### config.mk
export PLATFORM = sky130hd
export DESIGN_NAME = cook_timer_sec
export DESIGN_NICKNAME = d
export VERILOG_FILES = /design/src/rtl/cook_timer_sec.sv
export SDC_FILE = /design/constraint.sdc
export NUM_CORES = 1
export LEC_CHECK = 0
export BUFFER_PORTS_ARGS = -buffer_cell sky130_fd_sc_hd__buf_2
export CORE_UTILIZATION = 35
export CTS_CLUSTER_DIAMETER = 120
export DETAILED_ROUTE_END_ITERATION = 7
export RECOVER_POWER = 100
export SLEW_MARGIN = 15
export SYNTH_ARGS = -nofsm -noshare
export SYNTH_HDL_FRONTEND = slang
export SYNTH_SLANG_ARGS = --single-unit
export TNS_END_PERCENT = 10
### constraint.sdc
create_clock -name clk -period 7.2 [get_ports clk]
set_clock_uncertainty 0.15 [all_clocks]
set_input_delay 0.72 -clock clk [delete_from_list [all_inputs] [get_ports clk]]
set_output_delay 0.72 -clock clk [all_outputs]
set_load 0.02 [all_outputs]
### src/rtl/cook_timer_sec.sv
// rtl/cook_timer_sec.sv - MM:SS countdown kitchen timer with alarm, packed BCD display output

module cook_timer_sec #(
   parameter int TICKS_PER_SEC = 100000000,
   parameter int ALARM_SEC     = 10
) (
   input  logic        clk,
   input  logic        reset_p,
   input  logic [3:0]  btn_pedge,
   output logic [15:0] value,
   output logic        alarm,
   output logic        running
);

   localparam int PW = (TICKS_PER_SEC > 1) ? $clog2(TICKS_PER_SEC) : 1;
   localparam int AW = (ALARM_SEC > 1) ? $clog2(ALARM_SEC) : 1;
   localparam logic [PW-1:0] PRESC_LAST = PW'(TICKS_PER_SEC - 1);
   localparam logic [AW-1:0] ALARM_LAST = AW'(ALARM_SEC - 1);

   typedef enum logic [1:0] {
      S_IDLE  = 2'd0,
      S_RUN   = 2'd1,
      S_PAUSE = 2'd2,
      S_ALARM = 2'd3
   } state_t;

   state_t          state_q, state_d;
   logic [15:0]     set_q, set_d;
   logic [15:0]     count_q, count_d;
   logic [PW-1:0]   presc_q, presc_d;
   logic [PW-1:0]   apresc_q, apresc_d;
   logic [AW-1:0]   acnt_q, acnt_d;
   logic            tick;
   logic            atick;

   // Seconds field +1, wrapping 59 -> 00 without touching minutes.
   function automatic logic [7:0] sec_inc(input logic [7:0] s);
      if (s == 8'h59)
         return 8'h00;
      else if (s[3:0] == 4'd9)
         return {s[7:4] + 4'd1, 4'd0};
      else
         return {s[7:4], s[3:0] + 4'd1};
   endfunction

   // Minutes field +1, wrapping 99 -> 00.
   function automatic logic [7:0] min_inc(input logic [7:0] m);
      if (m == 8'h99)
         return 8'h00;
      else if (m[3:0] == 4'd9)
         return {m[7:4] + 4'd1, 4'd0};
      else
         return {m[7:4], m[3:0] + 4'd1};
   endfunction

   // One-second BCD decrement with borrow chain; 0000 saturates (never reached in RUN).
   function automatic logic [15:0] bcd_dec(input logic [15:0] c);
      logic [3:0] m10, m1, s10, s1;
      m10 = c[15:12];
      m1  = c[11:8];
      s10 = c[7:4];
      s1  = c[3:0];
      if (c == 16'h0000)
         return 16'h0000;
      if (s1 != 4'd0) begin
         s1 = s1 - 4'd1;
      end else begin
         s1 = 4'd9;
         if (s10 != 4'd0) begin
            s10 = s10 - 4'd1;
         end else begin
            s10 = 4'd5;
            if (m1 != 4'd0) begin
               m1 = m1 - 4'd1;
            end else begin
               m1  = 4'd9;
               m10 = m10 - 4'd1;
            end
         end
      end
      return {m10, m1, s10, s1};
   endfunction

   assign tick  = (presc_q == PRESC_LAST);
   assign atick = (apresc_q == PRESC_LAST);

   // State and datapath registers.
   always_ff @(posedge clk or posedge reset_p) begin
      if (reset_p) begin
         state_q  <= S_IDLE;
         set_q    <= 16'h0000;
         count_q  <= 16'h0000;
         presc_q  <= '0;
         apresc_q <= '0;
         acnt_q   <= '0;
      end else begin
         state_q  <= state_d;
         set_q    <= set_d;
         count_q  <= count_d;
         presc_q  <= presc_d;
         apresc_q <= apresc_d;
         acnt_q   <= acnt_d;
      end
   end

   // Next-state logic; buttons resolved by priority clear > start/pause > min > sec.
   always_comb begin
      state_d  = state_q;
      set_d    = set_q;
      count_d  = count_q;
      presc_d  = presc_q;
      apresc_d = apresc_q;
      acnt_d   = acnt_q;
      case (state_q)
         S_IDLE: begin
            if (btn_pedge[3]) begin
               set_d = 16'h0000;
            end else if (btn_pedge[0]) begin
               if (set_q != 16'h0000) begin
                  count_d = set_q;
                  presc_d = '0;
                  state_d = S_RUN;
               end
            end else if (btn_pedge[2]) begin
               set_d[15:8] = min_inc(set_q[15:8]);
            end else if (btn_pedge[1]) begin
               set_d[7:0] = sec_inc(set_q[7:0]);
            end
         end
         S_RUN: begin
            if (btn_pedge[3]) begin
               state_d = S_IDLE;
            end else if (tick) begin
               presc_d = '0;
               count_d = bcd_dec(count_q);
               if (count_q == 16'h0001) begin
                  state_d  = S_ALARM;
                  apresc_d = '0;
                  acnt_d   = '0;
               end else if (btn_pedge[0]) begin
                  state_d = S_PAUSE;
               end
            end else if (btn_pedge[0]) begin
               // Prescaler holds so the partial second resumes exactly.
               state_d = S_PAUSE;
            end else begin
               presc_d = presc_q + 1'b1;
            end
         end
         S_PAUSE: begin
            if (btn_pedge[3])
               state_d = S_IDLE;
            else if (btn_pedge[0])
               state_d = S_RUN;
         end
         S_ALARM: begin
            if (|btn_pedge) begin
               state_d = S_IDLE;
            end else if (atick) begin
               apresc_d = '0;
               if (acnt_q == ALARM_LAST)
                  state_d = S_IDLE;
               else
                  acnt_d = acnt_q + 1'b1;
            end else begin
               apresc_d = apresc_q + 1'b1;
            end
         end
         default: state_d = S_IDLE;
      endcase
   end

   assign value   = (state_q == S_IDLE) ? set_q : count_q;
   assign alarm   = (state_q == S_ALARM);
   assign running = (state_q == S_RUN);

endmodule

==> results of run 1 <==
power by group:
part	total, uW	switching, uW	internal [uW]
logic	450	302	148
clock network	482	194	289
registers	636	63.9	572
metrics by stage:
step / std cells / instance area, um2 / hold WS (ps) / utilization, %
2_1_floorplan: 664 / 5640 / 293 / -
3_3_place_gp: 881 / 5970 / 313 / 37.7
3_5_place_dp: 881 / 5970 / 333 / 37.7
4_1_cts: 897 / 6270 / 262 / 39.6
5_1_grt: 897 / 6220 / 357 / 39.3
6_report: 897 / 6220 / 334 / 39.3
critical path: stages (launching register included):
cell and delay [ps]:
dfrtp_1 440, nor2_1 70, clkbuf_1 460, a41oi_1 510, nand2_1 660, a21oi_1 320, clkbuf_1 960, o21ai_0 290
o2bb2ai_1 200
per-layer routing:
metal | GRT usage [%] | share of wire (%)
met4 | 6.92 | 1.4
met1 | 23.9 | 46
met3 | 3.83 | 4.6
met5 | 0 | 0
met2 | 28.9 | 48
worst max-delay path by stage:
| stage | startpoint | to | cells after the start |
|---|---|---|---|
| 6_report | state_q[0]$_DFFE_PP0P_ | count_q[2]$_DFFE_PP0P_ | 8 |
| 5_1_grt | state_q[0]$_DFFE_PP0P_ | count_q[2]$_DFFE_PP0P_ | 8 |
| 4_1_cts | set_q[0]$_DFFE_PP0P_ | presc_q[21]$_DFFE_PP0P_ | 8 |
| 3_5_place_dp | btn_pedge[3] | count_q[15]$_DFFE_PP0P_ | 7 |
| 3_3_place_gp | btn_pedge[3] | count_q[15]$_DFFE_PP0P_ | 7 |
| 2_1_floorplan | reset_p | acnt_q[0]$_DFFE_PP0P_ | 1 |
kinds of logic (layout without fill, tap and decap cells):
| group | after synthesis | in the layout | share of synthesized area, % |
|---|---|---|---|
| buffers and inverters | 60 | 77 | 4.15 |
| xor gates and xnor gates | 26 | 26 | 4.04 |
| AOI/OAI and AO/OA | 179 | 179 | 18.3 |
| and+or+nand+nor | 274 | 274 | 25.7 |
| DFF | 92 | 92 | 40.8 |
| muxes | 11 | 11 | 2.22 |
| adders and majority gates | 22 | 22 | 4.88 |
registers in the layout, indices dropped and copies added (netlist names):
register,count
set_q,16
apresc_q,27
state_q,2
count_q,16
presc_q,27
acnt_q,4
placed cells by master (no fill, tap or decap), types with 24 or more instances in the layout:
master | synthesis | layout
o21ai_0 | 89 | 95
dfrtp_1 | 92 | 92
nor2_1 | 59 | 59
nand2_1 | 57 | 57
nand4_1 | 32 | 32
inv_1 | 31 | 30
a21oi_1 | 29 | 29
nand3_1 | 25 | 26
clkbuf_1 | 24 | 26
nor3_1 | 24 | 24
area by class of cell:
class / count / area [um2]
fillers: 1592 / 9610
multi-input cells: 512 / 3100
repair buffers: 30 / 130
inverters: 31 / 118
flip-flops and latches: 92 / 2300
clock buffers: 15 / 268
well taps: 216 / 270
clock inverters: 1 / 30.0
==> impl_metrics.json, run 1 <==
{
  "post-synth-top-area-cell": "dfrtp_1",
  "floorplan.initialDensity_pct": 35.7,
  "fin_setup_tns_ps": 0,
  "max-clock-path-buffers": 2,
  "outcome": "finished, final reports clean",
  "grt_antenna_before_repair": 0,
  "synthArstFlopShare_pct": 100,
  "yosys.area.top_type_share_pct": 40.8,
  "postRouteWirelength_mm": 14.0,
  "worstPathArrival_ps": 4260,
  "total_power_uw": 1570,
  "timing.hold.worst.start": "acnt_q[3]$_DFFE_PP0P_",
  "post_synth_edffs": 0,
  "insertion_delay_ps": 350,
  "dr.pass1.iters": 4,
  "post_cts_buffers": 0,
  "synth_cell_type_count": 59,
  "cts-htree-levels": 3,
  "synthesized_area_per_cell_um2": 8.50,
  "regToRegEndpoint": "count_q[2]$_DFFE_PP0P_",
  "place_ws_ps": 3950,
  "number_of_buffers_created_by_cts": 9,
  "synth_area_leaders": "dfrtp_1 (41%), o21ai_0 (7.9%), ha_1 (4.9%)",
  "first_global_vias": 4816,
  "grt_remaining_overflow": 0,
  "timing_worst_slew_pin_value_ps": 1460,
  "synth_seq_area_share_pct": 40.8,
  "post_cts_resized": 0,
  "gp_congestion": 0.812,
  "clock_tree_from_tritoncts": "yes",
  "p_leak_uw": 0.00248,
  "hold_class": "register to register",
  "grtUsageTotal_pct": 18.1,
  "antennaDiodeCount": 0,
  "dr.first_iter.drc_count": 370,
  "synth_common_cells": "dfrtp_1 (92), o21ai_0 (89), nor2_1 (59), nand2_1 (57), nand4_1 (32)",
  "final_net_count": 704,
  "viasPerCell": 5.63,
  "finalWorstSetupSlack_ps": 3020,
  "clk_root_buffer_cell": "clkbuf_16",
  "synth-warning-count": 0,
  "pwr_density_cell_mw_per_mm2": 252,
  "cts.sink_count": 92,
  "unrepaired_setup_endpoints_after_global_routing": "no",
  "endpoint_worst_hold": "acnt_q[3]$_DFFE_PP0P_",
  "hold_path_depth": 1,
  "type_of_destination_of_the_critical_path": "register",
  "critical_path_startpoint_category": "register",
  "io_pins": 24,
  "die_h_um": 129,
  "cts_hold_buffers": 0,
  "worstPathMaxFanout": 29,
  "dp_hpwl_mm": 9.74,
  "timing.critical_path.required_ps": 7280,
  "floorplan.die.width_um": 129,
  "final_setup_violating_endpoints": 0,
  "drcViolationCount": 0,
  "timing.final.hold_violations": 0,
  "fp.coreArea_mm2": 0.0158,
  "area_growth_pct": 10.3,
  "r2r.worst_path.cells": 8,
  "wire_length_of_the_first_global_routing_pass_mm": 23.7,
  "crit_type": "register to register",
  "row_count": 46,
  "ant_nets": 0,
  "layout_cells_sized_above_1_pct": 5.58,
  "drv_cap": 0,
  "portBuffers": 23,
  "dieArea_mm2": 0.0166,
  "crit-reg2reg-launch": "state_q[0]$_DFFE_PP0P_",
  "wl_per_cell_um": 15.6,
  "fmax_mhz": 239,
  "final_max_slew_viol_count": 0,
  "synth_fp_nets": 692,
  "routed-via-count": 5052,
  "syn-instance-count": 664,
  "mappedNetlistArea_mm2": 0.00564,
  "tmin_final_ps": 4180,
  "grt_max_degree": 62,
  "vdd_ir_drop_max_mv": 0.147,
  "max-slew-margin-rel_pct": 2.09,
  "postSynth.topFlopCell": "dfrtp_1",
  "reg2reg_slack_ps": 3020,
  "path_clk_slew_ps": 70,
  "synth_seq_cells": 92,
  "yosysMostFrequentCell": "dfrtp_1",
  "final.period_utilization_pct": 58.1
}
Power figures use the tool's default switching activity.
==> run 2, diff against run 1 <==
==> constraint.sdc (replaced) <==
create_clock -name clk -period 4.03 [get_ports clk]
set_clock_uncertainty 0.15 [all_clocks]
set_input_delay 0.403 -clock clk [delete_from_list [all_inputs] [get_ports clk]]
set_output_delay 0.403 -clock clk [all_outputs]
set_load 0.02 [all_outputs]
==> run 2 against run 1 <==
The flow now finishes with violations (max-capacitance violations, max-slew violations). First-iteration DRC count down 14%. Maximum frequency up 26%. Worst hold slack worse by 38 ps. Combinational power up 84%. Clock power up 72%. Setup slack worse by 2300 ps. Die area unchanged. Global-route usage down 0.28 points. Clock-buffer cell count down 4. Critical endpoint unchanged.
==> impl_metrics.json, run 2 (synthesized netlist as in run 1, its figures left out) <==
{
  "outcome": "complete, but fails checks",
  "failed_checks": "max-capacitance violations, max-slew violations",
  "final.period_utilization_pct": 82.3,
  "worstPathArrival_ps": 3450,
  "grtUsageTotal_pct": 17.8,
  "post_cts_buffers": 0,
  "power.combinational.fraction_pct": 29.6,
  "first_global_vias": 4739,
  "crit-reg2reg-launch": "state_q[0]$_DFFE_PP0P_",
  "hold-worst-slack_ps": 296,
  "crit_type": "register to register",
  "path_clk_slew_ps": 70,
  "grt_max_degree": 38,
  "worstPathMaxFanout": 28,
  "drcViolationCount": 0,
  "dp_hpwl_mm": 9.42,
  "number_of_buffers_created_by_cts": 9,
  "postRouteWirelength_mm": 13.7,
  "wl_per_cell_um": 15.2,
  "die_h_um": 129,
  "finish.instance_area_mm2": 0.00626,
  "mostFrequentLayoutCells": "o21ai_0 (95), dfrtp_1 (92), nor2_1 (59)",
  "share_seq_of_total_power_pct": 40.8,
  "grt_antenna_before_repair": 0,
  "p_leak_uw": 0.00250,
  "crit_slowest_cell": "clkbuf_1",
  "gp_congestion": 0.794,
  "n_fill_cell": 1573,
  "ant_nets": 0,
  "clk_root_buffer_cell": "clkbuf_16",
  "timing.critical_path.required_ps": 4160,
  "timing_worst_slew_pin_value_ps": 1690,
  "netSwitchingPower_uw": 1020,
  "largestRegisters": "apresc_q (27), presc_q (27)",
  "finalWorstSetupSlack_ps": 711,
  "viasPerCell": 5.53,
  "critical_path_startpoint_category": "register",
  "final_setup_violating_endpoints": 0,
  "max-slew-margin-rel_pct": -13.5,
  "worst_setup_path_startpoint": "state_q[0]$_DFFE_PP0P_",
  "area_growth_pct": 10.9,
  "fp.coreArea_mm2": 0.0158,
  "wire_length_of_the_first_global_routing_pass_mm": 23.5,
  "post_dp_cell_area_mm2": 0.00600,
  "unrepaired_setup_endpoints_after_global_routing": "no",
  "timing.final.hold_violations": 0,
  "vdd_ir_drop_max_mv": 0.214,
  "final_net_count": 709,
  "crit_path_frequent_cell": "buf_4",
  "clkPwrFrac_pct": 29.6,
  "critical_path.cell_chain": "nor2_1 > clkbuf_1 > a41oi_1 > nand2_1 > buf_4 > a21oi_1 > buf_4 > o21ai_0 > o2bb2ai_1",
  "dieArea_mm2": 0.0166,
  "routed-via-count": 4989,
  "slowest_delay_ps": 830,
  "tmin_final_ps": 3320,
  "dr.pass1.iters": 5,
  "final_max_slew_viol_count": 38,
  "fin_setup_tns_ps": 0,
  "fmax_mhz": 301,
  "insertion_delay_ps": 350,
  "hold_class": "input port to register",
  "p_int_uw": 1770,
  "max-clock-path-buffers": 2,
  "layout_cells_sized_above_1_pct": 7.14,
  "portBuffers": 23,
  "cts.sink_count": 92,
  "place_ws_ps": 1000,
  "total_power_uw": 2790,
  "floorplan.die.width_um": 129,
  "power.share.switching_pct": 36.7,
  "type_of_destination_of_the_critical_path": "register",
  "row_count": 46,
  "post_cts_resized": 0,
  "timing.hold.worst.start": "btn_pedge[2]",
  "io_pins": 24,
  "cts-htree-levels": 3,
  "pwr_density_cell_mw_per_mm2": 446,
  "mostFrequentLayoutCell": "o21ai_0",
  "drv_cap": 1,
  "clock_tree_from_tritoncts": "yes",
  "grt_remaining_overflow": 0,
  "dr.first_iter.drc_count": 320,
  "floorplan.initialDensity_pct": 35.7,
  "antennaDiodeCount": 0
}
-- run 2: cell count changes in the layout (fill, tap and decap cells not counted), moves of 2 or more --
cell        delta
clkbuf_1       -6
clkinv_2       +2
buf_4          +4
clkinvlp_4     +2
-- run 2: per-stage QoR --
step                      std cells  util, %
after CTS                       902     39.8
after floorplan                 664        -
after global routing            902     39.5
after detailed placement        885     37.9
after global placement          885     37.9
final                           902     39.5
-- run 2: critical path: cells and delay by family, from the launching register on --
| kind | cells | cell delay (ps) |
|---|---|---|
| AOI/OAI and AO/OA | 4 | 870 |
| buffers and inverters | 3 | 1400 |
| and+or+nand+nor | 2 | 380 |
| DFF | 1 | 430 |
-- run 2: final timing paths --
path	end	slack (ps)	cells after the start
min in group asynchronous	presc_q[14]$_DFFE_PP0P_	860	3
min reg2reg	acnt_q[3]$_DFFE_PP0P_	330	1
max	count_q[2]$_DFFE_PP0P_	710	9
max reg2reg	count_q[2]$_DFFE_PP0P_	710	9
min	set_q[0]$_DFFE_PP0P_	300	4
max in group asynchronous	presc_q[25]$_DFFE_PP0P_	900	4
-- run 2: per-layer routing --
metal | GRT usage (%) | share of wire, % | vias up
met1 | 23.8 | 47 | 2402
met3 | 3.33 | 3.6 | 12
met4 | 5.88 | 1.2 | 0
li1 | - | - | 2468
met5 | 0 | 0 | -
met2 | 29.0 | 48 | 107
-- run 2: layout make-up --
| cell class | instances | area (um2) | share of cell area, % |
|---|---|---|---|
| Timing Repair Buffer | 35 | 173 | 2.76 |
| Sequential cell | 92 | 2300 | 36.8 |
| Inverter | 31 | 118 | 1.88 |
| Clock buffer | 11 | 253 | 4.04 |
| Multi-Input combinational cell | 512 | 3110 | 49.7 |
| Tap cell | 216 | 270 | 4.32 |
| Clock inverter | 5 | 33.8 | 0.540 |
-- run 2: power by group through the flow --
stage | Clock, uW | Sequential [uW] | Combinational, uW
after floorplan | 0 | 1120 | 618
after global placement | 0 | 1150 | 821
after detailed placement | 0 | 1150 | 839
after CTS | 847 | 1130 | 844
after global routing | 881 | 1160 | 923
final | 827 | 1140 | 827
-- run 2: repair_timing --
action	4_1_cts	5_1_grt
setup endpoints to repair	0	0
hold endpoints to repair	2	0
hold buffers	1	0
